**config.mk**
```make
export PLATFORM = sky130hd
export DESIGN_NAME = full_adder_behavioral
export DESIGN_NICKNAME = d
export VERILOG_FILES = /design/src/rtl/full_adder_behavioral_pkg.sv /design/src/rtl/full_adder_cell.sv /design/src/rtl/full_adder_behavioral.sv
export SDC_FILE = /design/constraint.sdc
export NUM_CORES = 1
export LEC_CHECK = 0
export ABC_CLOCK_PERIOD_IN_PS = 3350
export CAP_MARGIN = 5
export CORE_AREA = 2 2 39 41
export CTS_CLUSTER_SIZE = 10
export DETAILED_ROUTE_END_ITERATION = 12
export DIE_AREA = 0 0 41 43
export HOLD_SLACK_MARGIN = 0.06
export PLACE_DENSITY_LB_ADDON = 0.15
export SYNTH_ARGS = -nofsm -noshare
export SYNTH_HDL_FRONTEND = slang
export SYNTH_SLANG_ARGS = --single-unit
```
**constraint.sdc**
```tcl
create_clock -name clk -period 3.35 [get_ports clk]
set_clock_uncertainty 0.2 [all_clocks]
set_input_delay 0.67 -clock clk [delete_from_list [all_inputs] [get_ports clk]]
set_output_delay 0.67 -clock clk [all_outputs]
set_load 0.01 [all_outputs]
```
**src/rtl/full_adder_behavioral_pkg.sv**
```systemverilog
// Shared constants for the registered ripple adder.
package full_adder_behavioral_pkg;
  localparam int MAX_WIDTH = 64;
  localparam int STAGES    = 1;
endpackage

```
**src/rtl/full_adder_cell.sv**
```systemverilog
// 1-bit combinational full-adder cell; one link of the ripple chain.
module full_adder_cell (
  input  logic a,
  input  logic b,
  input  logic ci,
  output logic s,
  output logic co
);
  logic p;

  assign p  = a ^ b;
  assign s  = p ^ ci;
  assign co = (a & b) | (ci & p);
endmodule

```
**src/rtl/full_adder_behavioral.sv**
```systemverilog
// Width-parameterised ripple-carry adder with one registered output stage
// carrying sum, carry-out, signed overflow and a valid flag.
module full_adder_behavioral
  import full_adder_behavioral_pkg::*;
#(
  parameter int WIDTH = 1
) (
  input  logic             clk,
  input  logic             rst_n,
  input  logic             in_valid,
  input  logic [WIDTH-1:0] X1,
  input  logic [WIDTH-1:0] X2,
  input  logic             Cin,
  output logic [WIDTH-1:0] S,
  output logic             Cout,
  output logic             ovf,
  output logic             out_valid
);
  logic [WIDTH:0]   c;
  logic [WIDTH-1:0] sum;
  logic [STAGES:0]  vld_pipe;

  assign c[0] = Cin;

  generate
    for (genvar i = 0; i < WIDTH; i++) begin : g_cell
      full_adder_cell u_cell (
        .a  (X1[i]),
        .b  (X2[i]),
        .ci (c[i]),
        .s  (sum[i]),
        .co (c[i+1])
      );
    end
  endgenerate

  assign vld_pipe[0] = in_valid;
  assign out_valid   = vld_pipe[STAGES];

  // Data registers are enabled by in_valid only, so invalid cycles hold them.
  always_ff @(posedge clk) begin
    if (!rst_n) begin
      S                   <= '0;
      Cout                <= 1'b0;
      ovf                 <= 1'b0;
      vld_pipe[STAGES:1]  <= '0;
    end else begin
      vld_pipe[STAGES:1] <= vld_pipe[STAGES-1:0];
      if (in_valid) begin
        S    <= sum;
        Cout <= c[WIDTH];
        ovf  <= c[WIDTH] ^ c[WIDTH-1];
      end
    end
  end
endmodule

```
Word-level counts from Yosys, hierarchy flattened

Index checks and enable logic that the tools add are counted.
W data, S select, Z words.

Bitwise logic cells: 6

Operators by type and width:

| operator      | number |
|---|---|
| $xor A1 B1 Y1 | 3 |
| $and A1 B1 Y1 | 2 |
| $or A1 B1 Y1  | 1 |

Bits in registers: 4

Depth between registers and ports, before layout

Gate-level depths: netlist of run 1.

Depth in word-level cells: 4
Depth in mapped cells: 3
Mapped depth without buffers: 3

Hierarchy

From an unflattened synthesis of run 1, not the netlist that was laid out.

Cell total of the unflattened synthesis: 13
Area total of the unflattened synthesis: 158.9 um^2

By module, submodules not included:

| module                | instances | cells an instance | area each (um^2) | sequential area each (um^2) |
|---|---|---|---|---|
| full_adder_behavioral | 1         | 12                | 138.9            | 80.1 |
| full_adder_cell       | 1         | 1                 | 20.0             | 0.0 |

Worst setup path before layout of run 1

OpenSTA, ideal clock, no wires.

Path kind: input port to flip-flop
Start point: in X1
End point: reg ovf
Library setup time: 0.119 ns
Arrival: 1.327 ns
Required time: 3.031 ns
Path slack: 1.703 ns
Stages on the path: 3
Path buffers: 0
Cell sequence: fa_1 -> xnor2_1 -> a21oi_1

Longest elaborated chain between the ends: 4

RTL lines:

| what                   | RTL line                    | text |
|---|---|---|
| start: declaration     | full_adder_behavioral.sv:11 | `input logic [WIDTH-1:0] X1,` |
| $xor A1 B1 Y1          | full_adder_cell.sv:11       | `assign p = a ^ b;` |
| $and A1 B1 Y1          | full_adder_cell.sv:13       | `assign co = (a & b) \| (ci & p);` |
| $or A1 B1 Y1 *         | full_adder_cell.sv:13       |  |
| $xor A1 B1 Y1 *        | full_adder_behavioral.sv:52 | `ovf <= c[WIDTH] ^ c[WIDTH-1];` |
| end signal: assignment | full_adder_behavioral.sv:52 |  |
| end: declaration       | full_adder_behavioral.sv:16 | `output logic ovf,` |

Mark *: on every way between the ends. The rest lies on a longest branch, timed or not.
A chain may end at the register's enable or synchronous reset.

Final worst setup path of run 1

Start point: reg Cout
End point: out Cout

RTL lines:

| what                     | RTL line                    | text |
|---|---|---|
| start: declaration       | full_adder_behavioral.sv:15 | `output logic Cout,` |
| start signal: assignment | full_adder_behavioral.sv:51 | `Cout <= c[WIDTH];` |

No word-level cell between the ends.

==> run_summary.xml, run 1 <==
<?xml version="1.0" encoding="UTF-8"?>
<metrics>
  <group name="outcome">
    <metric name="run_status" unit="">complete, no violations</metric>
  </group>
  <group name="setup_path">
    <metric name="crit-reg2reg-capture" unit="">ovf</metric>
    <metric name="critical_path_required" unit="ns">2.48</metric>
    <metric name="path_class" unit="">flop to primary output</metric>
    <metric name="path_cells" unit="">clkdlybuf4s50_1</metric>
    <metric name="worstSetupStartpointType" unit="">flop</metric>
    <metric name="crit_path_start" unit="">Cout</metric>
    <metric name="worst_path_dominant_cell_family" unit="">buffers and inverters</metric>
    <metric name="critPathSlowestCell" unit="">clkdlybuf4s50_1</metric>
    <metric name="crit_cells" unit="">1</metric>
    <metric name="critical_path_buf_inv_count" unit="">1</metric>
    <metric name="worst_ep_arrival_time" unit="ns">1.08</metric>
    <metric name="r2r.worst_path.cells" unit="">2</metric>
    <metric name="r2r_slack" unit="ns">2.52</metric>
    <metric name="critical_path.reg2reg.startpoint" unit="">ovf</metric>
    <metric name="critPathCaptureType" unit="">primary output</metric>
    <metric name="critical_path.max_stage_delay" unit="ns">0.53</metric>
    <metric name="worstPathMaxFanout" unit="">2</metric>
    <metric name="crit_path_end" unit="">Cout</metric>
  </group>
  <group name="yosys">
    <metric name="synth.top_cells.by_area" unit="">dfxtp_1, fa_1, mux2i_1</metric>
    <metric name="postSynthNetCount" unit="">20</metric>
    <metric name="synth_largest_area_cell" unit="">dfxtp_1</metric>
    <metric name="area_share_of_the_leading_cell_type_in_the_synthesized_netlist" unit="%">50.39</metric>
    <metric name="synth.lib_cells_used.distinct" unit="">8</metric>
    <metric name="synth_area" unit="sq um">158.9</metric>
    <metric name="yosysSeqAreaShare" unit="%">50.39</metric>
    <metric name="post_synth.cell_area_avg" unit="sq um">12.22</metric>
    <metric name="ys_warn_count" unit="">0</metric>
    <metric name="yosys_register_bits" unit="">4</metric>
    <metric name="postSynthCellCount" unit="">13</metric>
  </group>
  <group name="finish">
    <metric name="layout.area.seq" unit="sq um">80.08</metric>
    <metric name="antenna_cells" unit="">0</metric>
    <metric name="post_route_cells_drive_above_1_share" unit="%">16.00</metric>
    <metric name="final_cell_count_no_fill" unit="">41</metric>
    <metric name="layout_common_cells" unit="">clkdlybuf4s50_1, dfxtp_1, clkbuf_4</metric>
    <metric name="mostFrequentLayoutCell" unit="">clkdlybuf4s50_1</metric>
    <metric name="post-route-util" unit="%">21.07</metric>
    <metric name="area_of_the_multi_input_gates" unit="sq um">78.83</metric>
    <metric name="final_nets" unit="">34</metric>
    <metric name="area.growth.synth_to_final" unit="%">83.47</metric>
    <metric name="num-fill-cells" unit="">144</metric>
  </group>
  <group name="flow_run">
    <metric name="timing.max_cap.violations" unit="">0</metric>
  </group>
  <group name="routing">
    <metric name="vias_per_cell" unit="">3.220</metric>
    <metric name="via_count" unit="">132</metric>
    <metric name="drc" unit="">0</metric>
    <metric name="drt-initial-drc-count" unit="">2</metric>
    <metric name="route.antenna.remaining_nets" unit="">0</metric>
    <metric name="routed_wirelength" unit="um">346</metric>
    <metric name="dr.pass1.iters" unit="">4</metric>
    <metric name="drt-wirelength-per-cell" unit="um">8.439</metric>
  </group>
  <group name="power">
    <metric name="fin_total_pwr" unit="mW">0.1376</metric>
    <metric name="worst_ir_drop_vdd" unit="V">0.0002018</metric>
    <metric name="leakage" unit="nW">0.1118</metric>
    <metric name="cellPowerDensity" unit="nW/um^2">471.9</metric>
  </group>
  <group name="sta">
    <metric name="holdWs" unit="ns">0.3190</metric>
    <metric name="slew_violations" unit="">0</metric>
    <metric name="finalWorstPathRequiredPeriod" unit="ns">1.954</metric>
    <metric name="grt_setup_unrepaired" unit="">false</metric>
    <metric name="hold_violations" unit="">0</metric>
    <metric name="maxClockFrequency" unit="GHz">0.5118</metric>
    <metric name="setup_viol" unit="">0</metric>
    <metric name="tightest_slew" unit="ns">0.2167</metric>
    <metric name="final.period_utilization" unit="%">58.33</metric>
    <metric name="slew_headroom" unit="%">85.51</metric>
    <metric name="fin_setup_tns" unit="ns">0</metric>
  </group>
  <group name="global_routing">
    <metric name="grt_overflow_total" unit="">0</metric>
    <metric name="grt_pass1_wl" unit="um">483</metric>
    <metric name="pin_count_of_the_biggest_net_entering_global_routing" unit="">6</metric>
    <metric name="number_of_antenna_violations_at_the_first_check_in_global_routing" unit="">0</metric>
    <metric name="first_global_vias" unit="">120</metric>
    <metric name="overall_track_demand_over_capacity_in_global_routing" unit="%">4.925</metric>
  </group>
  <group name="clock_network">
    <metric name="cts_tree" unit="">done</metric>
    <metric name="clock_insertion_delay_worst_skew" unit="ns">0.23</metric>
    <metric name="cts_setup_buffers" unit="">0</metric>
    <metric name="cts.path.max_buffers" unit="">2</metric>
    <metric name="cts_htree_levels" unit="">1</metric>
    <metric name="clockRootBuffer" unit="">clkbuf_4</metric>
    <metric name="clock_pin_slew_of_the_registers_on_the_worst_case_setup_and_hold_paths" unit="ns">0.04</metric>
    <metric name="cts-hold-fix-buffers" unit="">0</metric>
    <metric name="cts_inserted_buffers" unit="">3</metric>
    <metric name="postCtsResizedCells" unit="">0</metric>
    <metric name="cts_num_sinks" unit="">4</metric>
  </group>
  <group name="placement">
    <metric name="placed_cells" unit="">38</metric>
    <metric name="gp_congestion" unit="">0.6181</metric>
    <metric name="port-buffer-count" unit="">9</metric>
    <metric name="post-dp-hpwl" unit="um">260.4</metric>
  </group>
  <group name="floorplan">
    <metric name="floorplan.initialDensity" unit="%">11.48</metric>
    <metric name="die_y" unit="um">43</metric>
    <metric name="core_region_area" unit="sq um">1384</metric>
    <metric name="die_width" unit="um">41</metric>
    <metric name="boundaryPins" unit="">10</metric>
    <metric name="die_area" unit="sq um">1763</metric>
    <metric name="num_rows" unit="">14</metric>
  </group>
  <group name="min_path">
    <metric name="hold_path_class" unit="">flop to flop</metric>
  </group>
</metrics>
==> where the power goes <==
part / internal [mW] / switching (mW)
clock: 0.0401 / 0.0196
sequential: 0.0515 / 0.00147
combinational: 0.0161 / 0.00881
total: 0.108 / 0.0299
==> per-layer routing <==
layer / track usage (%) / routed length (um) / vias to the layer above
li1: - / - / 68
met4: 2.000 / 0 / 0
met1: 5.161 / 147 / 56
met3: 7.853 / 61 / 0
met2: 4.688 / 136 / 8
met5: 0 / 0 / -
==> metrics by stage <==
step	setup WS, ns	cell area [sq um]
detailed placement	1.170	269.0
floorplan	1.703	158.9
finish	1.396	291.5
global route	1.336	291.5
global placement	1.204	269.0
CTS	1.380	291.5
==> flip-flops by register name, indices dropped and copies added (netlist names) <==
signal and flops:
out_valid 1, Cout 1, ovf 1, S 1
==> worst min-delay path by stage <==
| stage | startpoint | endpoint | slack [ns] | depth (start not counted) |
|---|---|---|---|---|
| 5_1_grt | Cout | Cout | 0.35 | 2 |
| 4_1_cts | S | S | 0.32 | 2 |
| 6_report | S | S | 0.32 | 2 |
| 3_3_place_gp | S | S | 0.30 | 2 |
| 2_1_floorplan | Cout | Cout | 0.34 | 2 |
| 3_5_place_dp | Cout | Cout | 0.31 | 2 |
==> synthesized netlist by cell type, drive strengths merged <==
cell and n:
o21ai 1, xnor2 1, nor2b 2, fa 1, a21oi 1, and2 1
dfxtp 4, mux2i 2
==> cell families after synthesis <==
kind of cell	count (synthesis)	synth area share [%]
AO/OA/AOI/OAI	2	6.293
XOR/XNOR	1	5.513
adder cells (fa/ha/maj)	1	12.60
flip-flops	4	50.40
multiplexers	2	12.60
AND/OR/NAND/NOR	3	12.60
==> layout make-up <==
type / instances / share of cell area [%]
Clock buffer: 3 / 7.725
Multi-Input combinational cell: 9 / 27.04
Sequential cell: 4 / 27.47
Tap cell: 16 / 6.867
Timing Repair Buffer: 9 / 30.90
No activity file was read; power rests on OpenSTA's default activity.
==> run 2, diff against run 1 <==
Settings changed: ABC_CLOCK_PERIOD_IN_PS 3350 to 1900.
Clock period 3.35 ns to 1.9 ns, I/O delays scaled along.
==> run_summary.xml, run 2 (synthesis results as in run 1) <==
<?xml version="1.0" encoding="UTF-8"?>
<metrics>
  <group name="outcome">
    <metric name="run_status" unit="">complete, no violations</metric>
  </group>
  <group name="setup_path">
    <metric name="path_class" unit="">flop to primary output</metric>
    <metric name="critPathSlowestCell" unit="">clkdlybuf4s50_1</metric>
    <metric name="worst_ep_arrival_time" unit="ns">1.09</metric>
    <metric name="critical_path.max_stage_delay" unit="ns">0.53</metric>
    <metric name="worst_path_dominant_cell_family" unit="">buffers and inverters</metric>
    <metric name="critical_path_buf_inv_count" unit="">1</metric>
    <metric name="worstPathMaxFanout" unit="">2</metric>
    <metric name="critical_path_required" unit="ns">1.32</metric>
    <metric name="path_cells" unit="">clkdlybuf4s50_1</metric>
    <metric name="critPathCaptureType" unit="">primary output</metric>
    <metric name="worstSetupStartpointType" unit="">flop</metric>
  </group>
  <group name="clock_network">
    <metric name="cts_htree_levels" unit="">1</metric>
    <metric name="cts.path.max_buffers" unit="">2</metric>
    <metric name="clock_pin_slew_of_the_registers_on_the_worst_case_setup_and_hold_paths" unit="ns">0.04</metric>
    <metric name="postCtsResizedCells" unit="">0</metric>
    <metric name="cts_num_sinks" unit="">4</metric>
    <metric name="cts-hold-fix-buffers" unit="">0</metric>
    <metric name="cts_setup_buffers" unit="">0</metric>
    <metric name="clockRootBuffer" unit="">clkbuf_4</metric>
    <metric name="clock_insertion_delay_worst_skew" unit="ns">0.23</metric>
    <metric name="cts_inserted_buffers" unit="">3</metric>
    <metric name="cts_tree" unit="">done</metric>
  </group>
  <group name="finish">
    <metric name="post_route_cells_drive_above_1_share" unit="%">16.00</metric>
    <metric name="mostFrequentLayoutCell" unit="">clkdlybuf4s50_1</metric>
    <metric name="area_of_the_multi_input_gates" unit="sq um">78.83</metric>
    <metric name="num-fill-cells" unit="">158</metric>
    <metric name="layout.area.seq" unit="sq um">80.08</metric>
    <metric name="area.growth.synth_to_final" unit="%">83.47</metric>
    <metric name="final_nets" unit="">34</metric>
    <metric name="layout_common_cells" unit="">clkdlybuf4s50_1, dfxtp_1, clkbuf_4</metric>
    <metric name="antenna_cells" unit="">0</metric>
    <metric name="post-route-util" unit="%">21.07</metric>
  </group>
  <group name="power">
    <metric name="leakage" unit="nW">0.1118</metric>
    <metric name="worst_ir_drop_vdd" unit="V">0.0004597</metric>
    <metric name="cellPowerDensity" unit="nW/um^2">829.4</metric>
  </group>
  <group name="global_routing">
    <metric name="grt_overflow_total" unit="">0</metric>
    <metric name="overall_track_demand_over_capacity_in_global_routing" unit="%">5.321</metric>
    <metric name="pin_count_of_the_biggest_net_entering_global_routing" unit="">6</metric>
    <metric name="first_global_vias" unit="">128</metric>
    <metric name="number_of_antenna_violations_at_the_first_check_in_global_routing" unit="">0</metric>
    <metric name="grt_pass1_wl" unit="um">503</metric>
  </group>
  <group name="sta">
    <metric name="final.setup.worst_slack" unit="ns">0.2269</metric>
    <metric name="tightest_slew" unit="ns">0.2048</metric>
    <metric name="setup_viol" unit="">0</metric>
    <metric name="finalWorstPathRequiredPeriod" unit="ns">1.673</metric>
    <metric name="fin_setup_tns" unit="ns">0</metric>
    <metric name="final.period_utilization" unit="%">88.06</metric>
    <metric name="grt_setup_unrepaired" unit="">false</metric>
    <metric name="maxClockFrequency" unit="GHz">0.5977</metric>
    <metric name="slew_headroom" unit="%">86.30</metric>
    <metric name="holdWs" unit="ns">0.3200</metric>
    <metric name="hold_violations" unit="">0</metric>
    <metric name="slew_violations" unit="">0</metric>
  </group>
  <group name="min_path">
    <metric name="hold_path_class" unit="">flop to flop</metric>
  </group>
  <group name="routing">
    <metric name="drt-initial-drc-count" unit="">0</metric>
    <metric name="drt-wirelength-per-cell" unit="um">8.000</metric>
    <metric name="vias_per_cell" unit="">3.488</metric>
    <metric name="via_count" unit="">143</metric>
    <metric name="drc" unit="">0</metric>
    <metric name="routed_wirelength" unit="um">328</metric>
    <metric name="dr.pass1.iters" unit="">1</metric>
    <metric name="route.antenna.remaining_nets" unit="">0</metric>
  </group>
  <group name="floorplan">
    <metric name="die_y" unit="um">43</metric>
    <metric name="floorplan.initialDensity" unit="%">11.48</metric>
    <metric name="num_rows" unit="">14</metric>
    <metric name="die_area" unit="sq um">1763</metric>
    <metric name="core_region_area" unit="sq um">1384</metric>
    <metric name="die_width" unit="um">41</metric>
    <metric name="boundaryPins" unit="">10</metric>
  </group>
  <group name="placement">
    <metric name="placement.setup.worst_slack" unit="ns">0.005128</metric>
    <metric name="port-buffer-count" unit="">9</metric>
    <metric name="gp_congestion" unit="">0.6223</metric>
  </group>
  <group name="flow_run">
    <metric name="timing.max_cap.violations" unit="">0</metric>
  </group>
</metrics>
[run 2: cell counts in the layout (fill, tap and decap cells not counted)]
Identical to the previous run, type by type.
[run 2: per-layer routing]
layer,share of wire [%],track usage [%],up-vias
li1,-,-,68
met1,40,4.823,65
met2,41,5.313,10
met3,19,9.424,0
met4,0,2.000,0
met5,0,0,-
[run 2: cell type report]
type                            count  area share (%)
Sequential cell                     4           27.47
Multi-Input combinational cell      9           27.04
Clock buffer                        3           7.725
Tap cell                           16           6.867
Timing Repair Buffer                9           30.90
[run 2: worst paths after layout]
kind	from	end	slack (ns)	cells after the start
worst min-delay path	ovf	ovf	0.32	2
worst max register to register	ovf	ovf	1.10	2
worst max-delay path	S	S	0.23	1
worst min register to register	ovf	ovf	0.32	2
[run 2: report_power, final]
group / switching [mW] / internal, mW / total, mW / leakage [nW]
clock: 0.0341 / 0.0706 / 0.105 / 0.0138
combinational: 0.0151 / 0.0284 / 0.0435 / 0.0648
sequential: 0.00271 / 0.0909 / 0.0937 / 0.0332
[run 2: per-stage QoR]
step / power [mW] / cell area [sq um] / std cells
CTS: 0.2496 / 291.5 / 41
finish: 0.2418 / 291.5 / 41
floorplan: 0.1111 / 158.9 / 13
global route: 0.2585 / 291.5 / 41
detailed placement: 0.1397 / 269.0 / 38
global placement: 0.1394 / 269.0 / 38
==> run 3, diff against run 2 <==
Settings changed: CTS_BUF_LIST set to sky130_fd_sc_hd__clkbuf_8, PLACE_DENSITY set to 0.32, PLACE_DENSITY_LB_ADDON 0.15 to unset.
==> run_summary.xml, run 3 (synthesis results as in run 1) <==
<?xml version="1.0" encoding="UTF-8"?>
<metrics>
  <group name="outcome">
    <metric name="run_status" unit="">complete, no violations</metric>
  </group>
  <group name="setup_path">
    <metric name="critPathCaptureType" unit="">primary output</metric>
    <metric name="path_cells" unit="">clkdlybuf4s50_1</metric>
    <metric name="worst_ep_arrival_time" unit="ns">1.07</metric>
    <metric name="path_class" unit="">flop to primary output</metric>
    <metric name="worst_path_dominant_cell_family" unit="">buffers and inverters</metric>
    <metric name="critical_path_buf_inv_count" unit="">1</metric>
    <metric name="worstPathMaxFanout" unit="">2</metric>
    <metric name="critical_path_required" unit="ns">1.32</metric>
    <metric name="critPathSlowestCell" unit="">clkdlybuf4s50_1</metric>
    <metric name="worstSetupStartpointType" unit="">flop</metric>
    <metric name="critical_path.max_stage_delay" unit="ns">0.54</metric>
  </group>
  <group name="sta">
    <metric name="tightest_slew" unit="ns">0.2105</metric>
    <metric name="grt_setup_unrepaired" unit="">false</metric>
    <metric name="fin_setup_tns" unit="ns">0</metric>
    <metric name="finalWorstPathRequiredPeriod" unit="ns">1.649</metric>
    <metric name="slew_headroom" unit="%">85.92</metric>
    <metric name="setup_viol" unit="">0</metric>
    <metric name="final.period_utilization" unit="%">86.79</metric>
    <metric name="maxClockFrequency" unit="GHz">0.6064</metric>
    <metric name="hold_violations" unit="">0</metric>
    <metric name="slew_violations" unit="">0</metric>
  </group>
  <group name="routing">
    <metric name="drt-initial-drc-count" unit="">0</metric>
    <metric name="route.antenna.remaining_nets" unit="">0</metric>
    <metric name="drc" unit="">0</metric>
    <metric name="drt-wirelength-per-cell" unit="um">7.927</metric>
    <metric name="routed_wirelength" unit="um">325</metric>
    <metric name="vias_per_cell" unit="">3.366</metric>
    <metric name="dr.pass1.iters" unit="">1</metric>
    <metric name="via_count" unit="">138</metric>
  </group>
  <group name="power">
    <metric name="share_seq_of_total_power" unit="%">30.0</metric>
    <metric name="total_switching_power" unit="mW">0.05833</metric>
    <metric name="p_sw_share" unit="%">18.66</metric>
    <metric name="clock_power_share" unit="%">56.1</metric>
    <metric name="combinational_group_share_of_total_power" unit="%">13.9</metric>
    <metric name="power_report.internal_total" unit="mW">0.2542</metric>
    <metric name="cellPowerDensity" unit="nW/um^2">1007</metric>
    <metric name="leakage" unit="nW">0.1195</metric>
    <metric name="worst_ir_drop_vdd" unit="V">0.0005769</metric>
  </group>
  <group name="floorplan">
    <metric name="boundaryPins" unit="">10</metric>
    <metric name="die_area" unit="sq um">1763</metric>
    <metric name="die_width" unit="um">41</metric>
    <metric name="die_y" unit="um">43</metric>
    <metric name="num_rows" unit="">14</metric>
    <metric name="floorplan.initialDensity" unit="%">11.48</metric>
    <metric name="core_region_area" unit="sq um">1384</metric>
  </group>
  <group name="clock_network">
    <metric name="cts-hold-fix-buffers" unit="">0</metric>
    <metric name="cts_tree" unit="">done</metric>
    <metric name="clockRootBuffer" unit="">clkbuf_8</metric>
    <metric name="cts_inserted_buffers" unit="">3</metric>
    <metric name="cts_num_sinks" unit="">4</metric>
    <metric name="cts.path.max_buffers" unit="">2</metric>
    <metric name="clock_insertion_delay_worst_skew" unit="ns">0.21</metric>
    <metric name="clock_pin_slew_of_the_registers_on_the_worst_case_setup_and_hold_paths" unit="ns">0.03</metric>
    <metric name="cts_setup_buffers" unit="">0</metric>
    <metric name="cts_htree_levels" unit="">1</metric>
    <metric name="postCtsResizedCells" unit="">0</metric>
  </group>
  <group name="global_routing">
    <metric name="grt_pass1_wl" unit="um">545</metric>
    <metric name="number_of_antenna_violations_at_the_first_check_in_global_routing" unit="">0</metric>
    <metric name="pin_count_of_the_biggest_net_entering_global_routing" unit="">6</metric>
    <metric name="grt_overflow_total" unit="">0</metric>
    <metric name="overall_track_demand_over_capacity_in_global_routing" unit="%">5.734</metric>
    <metric name="first_global_vias" unit="">125</metric>
  </group>
  <group name="finish">
    <metric name="layout_common_cells" unit="">clkdlybuf4s50_1, dfxtp_1, clkbuf_8</metric>
    <metric name="area.growth.synth_to_final" unit="%">95.28</metric>
    <metric name="final_cell_count_no_fill" unit="">41</metric>
    <metric name="mostFrequentLayoutCell" unit="">clkdlybuf4s50_1</metric>
    <metric name="final_nets" unit="">34</metric>
    <metric name="num-fill-cells" unit="">153</metric>
    <metric name="antenna_cells" unit="">0</metric>
    <metric name="post_route_cells_drive_above_1_share" unit="%">16.00</metric>
    <metric name="post-route-util" unit="%">22.42</metric>
  </group>
  <group name="placement">
    <metric name="gp_congestion" unit="">0.5822</metric>
    <metric name="placed_cells" unit="">38</metric>
    <metric name="port-buffer-count" unit="">9</metric>
  </group>
  <group name="flow_run">
    <metric name="timing.max_cap.violations" unit="">0</metric>
  </group>
  <group name="min_path">
    <metric name="hold_path_class" unit="">flop to flop</metric>
  </group>
</metrics>
run 3: power by group through the flow:
stage | sequential (mW) | combinational (mW) | clock [mW]
4_1_cts | 0.0940 | 0.0443 | 0.179
6_report | 0.0938 | 0.0435 | 0.175
5_1_grt | 0.0943 | 0.0486 | 0.192
3_5_place_dp | 0.0948 | 0.0441 | 0
2_1_floorplan | 0.0979 | 0.0132 | 0
3_3_place_gp | 0.0947 | 0.0448 | 0
run 3: metal layers:
| layer | vias to the layer above | GRT usage, % | wire length, um |
|---|---|---|---|
| li1 | 67 | - | - |
| met1 | 61 | 6.472 | 152 |
| met2 | 10 | 4.688 | 118 |
| met3 | 0 | 9.948 | 55 |
| met4 | 0 | 2.000 | 0 |
| met5 | - | 0 | 0 |
run 3: worst paths after layout:
| kind | start | endpoint | slack, ns | cells after the start |
|---|---|---|---|---|
| worst max-delay path | Cout | Cout | 0.25 | 1 |
| worst min-delay path | S | S | 0.31 | 2 |
| worst max register to register | ovf | ovf | 1.09 | 2 |
| worst min register to register | S | S | 0.31 | 2 |
run 3: area by class of cell:
class | instances | area [sq um] | area share [%]
repair buffers | 9 | 90.09 | 29.03
flip-flops and latches | 4 | 80.08 | 25.81
multi-input cells | 9 | 78.83 | 25.40
clock buffers | 3 | 41.29 | 13.31
well taps | 16 | 20.02 | 6.452
run 3: through the flow:
step | power [mW] | instance area (sq um) | hold slack, ns | worst slack [ns]
after floorplan | 0.1111 | 158.9 | 0.2694 | 0.5433
after global placement | 0.1395 | 269.0 | 0.3009 | 0.03071
after detailed placement | 0.1389 | 269.0 | 0.3099 | 0.03967
after CTS | 0.3171 | 310.3 | 0.3188 | 0.2396
after global routing | 0.3349 | 310.3 | 0.3348 | 0.1808
final | 0.3125 | 310.3 | 0.3092 | 0.2510
